$ cat config.mk
export PLATFORM = sky130hd
export DESIGN_NAME = result_bcd_converter
export DESIGN_NICKNAME = d
export VERILOG_FILES = /design/src/rtl/result_bcd_converter.sv
export SDC_FILE = /design/constraint.sdc
export NUM_CORES = 1
export LEC_CHECK = 0
export ABC_AREA = 1
export CORE_MARGIN = 2
export CORE_UTILIZATION = 40
export CTS_CLUSTER_SIZE = 25
export DETAILED_ROUTE_END_ITERATION = 10
export GPL_TIMING_DRIVEN = 0
export SLEW_MARGIN = 10
export SYNTH_ARGS = -nofsm -noshare
export SYNTH_HDL_FRONTEND = slang
export SYNTH_SLANG_ARGS = --single-unit
$ cat constraint.sdc
create_clock -name clk -period 1.3 [get_ports clk]
set_input_delay 0.13 -clock clk [delete_from_list [all_inputs] [get_ports clk]]
set_output_delay 0.13 -clock clk [all_outputs]
set_load 0.05 [all_outputs]
$ cat src/rtl/result_bcd_converter.sv
// Sequential binary-to-BCD converter (double dabble, one bit per cycle) with a
// ready/valid handshake on both sides. Define BCD_SIGNED_EN for two's-complement operands.
module result_bcd_converter #(
  parameter int NUM_BITS   = 32,
  parameter int NUM_DIGITS = 10
) (
  input  logic                    clk,
  input  logic                    rst_n,
  input  logic                    in_valid,
  output logic                    in_ready,
  input  logic [NUM_BITS-1:0]     sum,
  input  logic                    c_out,
  output logic                    out_valid,
  input  logic                    out_ready,
  output logic [4*NUM_DIGITS-1:0] bcd,
  output logic                    overflow,
  output logic                    negative
);

  localparam int CNT_W = $clog2(NUM_BITS + 1);
  localparam int BCD_W = 4 * NUM_DIGITS;

  typedef enum logic [1:0] {IDLE, CONVERT, DONE} state_t;

  state_t              state, state_next;
  logic [CNT_W-1:0]    cnt;
  logic [NUM_BITS-1:0] shift_reg;
  logic [NUM_BITS-1:0] operand_mag;
  logic [BCD_W-1:0]    scratch, scratch_adj, scratch_shifted;
  logic                overflow_next;
  logic                last_step;
  logic                accept;

  function automatic logic [BCD_W-1:0] dabble_adjust(input logic [BCD_W-1:0] s);
    logic [BCD_W-1:0] r;
    r = s;
    for (int i = 0; i < NUM_DIGITS; i++) begin
      if (s[4*i +: 4] >= 4'd5) r[4*i +: 4] = s[4*i +: 4] + 4'd3;
    end
    return r;
  endfunction

`ifdef BCD_SIGNED_EN
  logic negative_next;

  // The most-negative input negates to itself, which read unsigned is 2^(NUM_BITS-1).
  function automatic logic [NUM_BITS-1:0] magnitude(input logic [NUM_BITS-1:0] s);
    return s[NUM_BITS-1] ? (~s + NUM_BITS'(1)) : s;
  endfunction

  assign operand_mag = magnitude(sum);
`else
  assign operand_mag = sum;
  assign negative    = 1'b0;
`endif

  assign scratch_adj     = dabble_adjust(scratch);
  assign scratch_shifted = {scratch_adj[BCD_W-2:0], shift_reg[NUM_BITS-1]};
  assign last_step       = (cnt == CNT_W'(1));
  assign accept          = (state == IDLE) && in_valid;
  assign in_ready        = (state == IDLE);
  assign out_valid       = (state == DONE);

  always_ff @(posedge clk or negedge rst_n) begin
    if (!rst_n) state <= IDLE;
    else        state <= state_next;
  end

  always_comb begin
    state_next = state;
    case (state)
      IDLE:    if (in_valid)  state_next = CONVERT;
      CONVERT: if (last_step) state_next = DONE;
      DONE:    if (out_ready) state_next = IDLE;
      default:                state_next = IDLE;
    endcase
  end

  // Conversion datapath; results only move to the outputs on the final step.
  always_ff @(posedge clk or negedge rst_n) begin
    if (!rst_n) begin
      cnt           <= '0;
      shift_reg     <= '0;
      scratch       <= '0;
      overflow_next <= 1'b0;
      bcd           <= '0;
      overflow      <= 1'b0;
`ifdef BCD_SIGNED_EN
      negative_next <= 1'b0;
      negative      <= 1'b0;
`endif
    end else if (accept) begin
      cnt           <= CNT_W'(NUM_BITS);
      shift_reg     <= operand_mag;
      scratch       <= '0;
      overflow_next <= c_out;
`ifdef BCD_SIGNED_EN
      negative_next <= sum[NUM_BITS-1];
`endif
    end else if (state == CONVERT) begin
      cnt       <= cnt - CNT_W'(1);
      shift_reg <= {shift_reg[NUM_BITS-2:0], 1'b0};
      scratch   <= scratch_shifted;
      if (last_step) begin
        bcd      <= scratch_shifted;
        overflow <= overflow_next;
`ifdef BCD_SIGNED_EN
        negative <= negative_next;
`endif
      end
    end
  end

endmodule

# Word level (Yosys, flattened, before mapping)
# Index checks and enable logic that the tools add are counted.
totals:
  ff_bits: 122
  in_bits: 37
  out_inout_bits: 44
  word_cells: 60
classes:
  addsub: 11
  n_lt_le_gt_ge: 10
  n_eq_ne: 6
  mux: 20
  n_bitwise: 1
  n_reduce_logical: 5
op_table:
  columns: ["operator", "n"]
  rows:
  - ["$mux 40", 2]
  - ["$mux 32", 2]
  - ["$ge 4x3->1 const B", 10]
  - ["$add 4x2->4 const B", 9]
  - ["$mux 4", 9]
  - ["$mux 6", 2]
  - ["$eq 6x1->1 const B", 1]
  - ["$mux 2", 3]
  - ["$pmux 2 s3", 1]
  - ["$reduce_and 3->1", 2]
  - ["$sub 6x1->6 const B", 1]
  - ["$ne 2x2->1 const B", 2]
  - ["$add 3x2->3 const B", 1]
  - ["$mux 3", 1]
  - ["$eq 2x1->1 const B", 1]
  - ["$eq 2x2->1 const B", 1]
  - ["$logic_not 2->1", 1]
  - ["$ne 2x1->1 const B", 1]
  - ["$reduce_bool 2->1", 1]
  - ["$logic_and 1x1->1", 1]
  - ["$not 1->1", 1]

# Longest topological paths before layout
logic_depth:
  depth_word: 4
  ltp_mapped: 9
  ltp_nobuf: 8

# Least setup slack after synthesis
# Ideal clock, no wire load.
synth_timing:
  path_type: "flip-flop to flip-flop"
  from: "register state[0]"
  to: "register shift_reg[30]"
  setup_ns: 0.068
  t_arrival_ns: 1.900
  required_ns: 1.232
  slack_ns: -0.668
  stages_incl_launch_ff: 7
  n_path_buf: 1
  period_less_slack_ns: 1.968
  cell_sequence: "dfrtp_1 > nor2_1 > nand2_1 > inv_1 > buf_2 > nand2_1 > nand3_1"
synth_via:
  elab_chain_len: 3
  word_cells_on_any_way: 5
  cone_classes: "eq/ne (1); mux (1); reduce/logical (3)"
synth_lines:
  columns: ["item", "line_no", "rtl"]
  rows:
  - ["start: declaration", "25", "state_t state, state_next;"]
  - ["start signal: assignment", "66", "else state <= state_next;"]
  - ["$logic_not 2->1 *", null, null]
  - ["via in_ready", "10", "output logic in_ready,"]
  - ["$logic_and 1x1->1 *", "60", "assign accept = (state == IDLE) && in_valid;"]
  - ["$mux 32 or $reduce_bool 2->1 (tied branches)", null, null]
  - ["end signal: assignment", "94", "shift_reg <= operand_mag;"]
  - ["end signal: assignment", "102", "shift_reg <= {shift_reg[NUM_BITS-2:0], 1'b0};"]
  - ["end: declaration", "27", "logic [NUM_BITS-1:0] shift_reg;"]
# The timed path passes the listed nets; every way through them passes the cells marked *.
# A chain may end at the register's enable or synchronous reset.

# Worst setup path after layout
layout_timing:
  from: "register state[0]"
  to: "register bcd[10]"
layout_via:
  elab_chain_len: 4
  word_cells_on_any_way: 5
  cone_classes: "eq/ne (1); bitwise (1); reduce/logical (3)"
layout_lines:
  columns: ["item", "line_no", "rtl"]
  rows:
  - ["$logic_not 2->1", "60", null]
  - ["$logic_and 1x1->1", "60", null]
  - ["$not 1->1 (no source line)", null, null]
  - ["$reduce_and 3->1 (no source line) *", null, null]
  - ["end signal: assignment", "105", "bcd <= scratch_shifted;"]
  - ["end: declaration", "15", "output logic [4*NUM_DIGITS-1:0] bcd,"]
# Mark *: on every way between the ends. The rest lies on a longest branch, timed or not.

==> results_dict.tcl <==
set metrics [dict create \
    status "complete, but fails checks" \
    violations "negative setup slack" \
    clock_latency_ns 0.42 \
    grt_setup_unrepaired "yes" \
    cts_buffers 17 \
    power_leakage_nw 4.30 \
    final_layout_size_suffix_gt1_share_pct 27.3 \
    n_fill_cell 1346 \
    worstPathRequired_ns 1.61 \
    via_per_inst 5.06 \
    initial_utilization_pct 40.7 \
    synth_seq_area_share_pct 51.8 \
    reg2regPathDepth 9 \
    place_area_mm2 0.00698 \
    slew_headroom_pct 66.3 \
    final_antenna_net_count 0 \
    hold_viol_final 0 \
    dp_worst_setup_slack_ns -0.593 \
    final.min_clock_period_ns 1.46 \
    dpl.hpwl_um 9810 \
    place_inst 1010 \
    dieWidth_um 125 \
    nNetsFinal 937 \
    grt_usage_pct 19.5 \
    cp-end-kind "flop" \
    coreArea_mm2 0.0145 \
    ioPinCount 81 \
    areaGrowthSynthToFinish_pct 42.1 \
    drt_wl_total_um 15700 \
    cap_violations 0 \
    cts_htree_levels 4 \
    crit_path_start_kind "flop" \
    dr.pass1.iters 5 \
    p_per_area_mw_per_mm2 2770 \
    cts_buffer_depth 2 \
    clk_pin_slew_ns 0.05 \
    ir_worst_vdd_mv 1.22 \
    die_h_um 125 \
    routedWlPerCell_um 14.6 \
    stdcell_count 1075 \
    slew_viol_final 0 \
    root_buffer "clkbuf_16" \
    grt_start_max_net_pins 71 \
    cts_tree "yes" \
    crit_fanout 6 \
    postLayoutCoreUtil_pct 57.8 \
    syn_area_per_cell_um2 7.90 \
    setup_ws_ns -0.160 \
    syn_area_mm2 0.00590 \
    overflow 0 \
    synthCells 746 \
    design_area_mm2 0.00838 \
    cts_sinks 122 \
    place.gp.congestion 0.883 \
    finClkSkew_ns 0.00538 \
    syn_nets 805 \
    diodes 0 \
    arrival_ns 1.77 \
    grt_pass1_wl_um 24700 \
    finalSetupViolCount 73 \
    rows 44 \
    ys_ff_latch 122 \
    fin_crit_sh_pct 112 \
    dieArea_mm2 0.0157 \
    numPortBuffers 79 \
    drc_errors 0 \
    fin_worst_hold_slack_ns 0.245 \
    antenna_found_initial 0 \
    num_vias 5444 \
    tightest_slew_ns 0.506 \
    fmax_ghz 0.685 \
    yosysWarningCount 0 \
    min_path_type "input pin to async pin" \
    drt-initial-drc-count 382 \
    grt_pass1_vias 5191 \
    crit_type "flop to flop" \
    ys_types 25 \
]
[Yosys cell counts, drive strengths merged]
cell type / count / area (um^2)
inv: 57 / 214
o21ai: 21 / 105
dfrtp: 122 / 3050
nand3: 111 / 556
o211ai: 1 / 7.51
ha: 22 / 275
a21oi: 2 / 10.0
nor2: 15 / 66.3
o22ai: 8 / 50.1
conb: 1 / 3.75
o21a: 1 / 7.51
a21boi: 4 / 30.0
nor3: 1 / 5.00
nand4: 21 / 131
nand2: 331 / 1240
buf: 13 / 78.8
o31ai: 1 / 7.51
clkbuf: 14 / 52.6
[layout by cell type, fill, tap and decap left out, types with 8 or more instances in the layout]
cell,synthesis,layout
o21ai_0,14,9
nand4_1,21,21
nor2_1,13,10
dfrtp_1,122,119
buf_6,2,12
clkbuf_16,0,21
buf_8,0,10
clkdlybuf4s50_1,0,35
buf_4,1,25
nand2_2,0,35
nand3_1,111,96
nand2_1,331,288
ha_1,22,13
inv_1,54,31
nand3_2,0,8
inv_2,3,23
o21ai_1,7,10
buf_2,9,34
[cell families after synthesis]
kind of cell               count (synthesis)  synth area share (%)
AOI/OAI and AO/OA                         38                  3.69
adders and majority gates                 22                  4.67
buffers and inverters                     84                  5.86
DFF                                      122                  51.8
other                                      1                0.0636
and+or+nand+nor                          479                  33.9
[report_power, final]
| part | internal, mW | switching, mW |
|---|---|---|
| Clock | 3.31 | 1.63 |
| Combinational | 4.13 | 7.35 |
| Sequential | 5.50 | 1.29 |
| Total | 12.9 | 10.3 |
[area by class of cell]
cell class,count,area (um^2),area share (%)
plain buffers,23,258,3.08
clock buffers,25,515,6.15
clock inverters,7,110,1.31
inverters,57,241,2.88
multi-input cells,540,2880,34.4
flip-flops and latches,122,3060,36.5
well taps,184,230,2.75
repair buffers,116,1070,12.8
repair inverters,1,11.3,0.134
[through the flow]
| step | setup TNS [ns] | power [mW] |
|---|---|---|
| 2_1_floorplan | -0.898 | 13.5 |
| 3_3_place_gp | -626.58 | 16.0 |
| 3_5_place_dp | -50.76 | 16.4 |
| 4_1_cts | -5.17 | 21.8 |
| 5_1_grt | -12.66 | 24.9 |
| 6_report | -5.76 | 23.2 |
[worst paths after layout]
path                            slack (ns)      from           end
worst max-delay path                 -0.16  state[0]       bcd[10]
worst min-delay path                  0.25     rst_n        bcd[5]
worst max register to register       -0.16  state[0]       bcd[10]
worst min register to register        0.47   bcd[19]       bcd[19]
max in group asynchronous             0.32     rst_n   scratch[16]
min in group clk                      0.27    sum[0]  shift_reg[0]
[what timing repair did]
action,4_1_cts,5_1_grt
resized for setup,224,186
setup endpoints to repair,162,143
buffers inserted,11,19
endpoints found under the hold margin,52,0
gates cloned,2,5
pin swaps,6,22
hold buffers,1,0
[critical path, stage by stage (launching register included)]
cell	delay, ns
dfrtp_2	0.42
inv_2	0.06
nor2_4	0.15
nand2_2	0.08
nor2_4	0.19
inv_4	0.07
buf_8	0.14
buf_8	0.13
nand2_1	0.06
nand2_1	0.05
[per-layer routing]
layer	share of wire, %	vias to the layer above	track usage, %	wire length, um
met5	0	-	0	0
met2	50	147	31.9	7810
li1	-	2680	-	-
met4	2.0	0	8.50	308
met3	5.0	24	4.79	781
met1	43	2593	24.7	6770
Power figures use the tool's default switching activity.
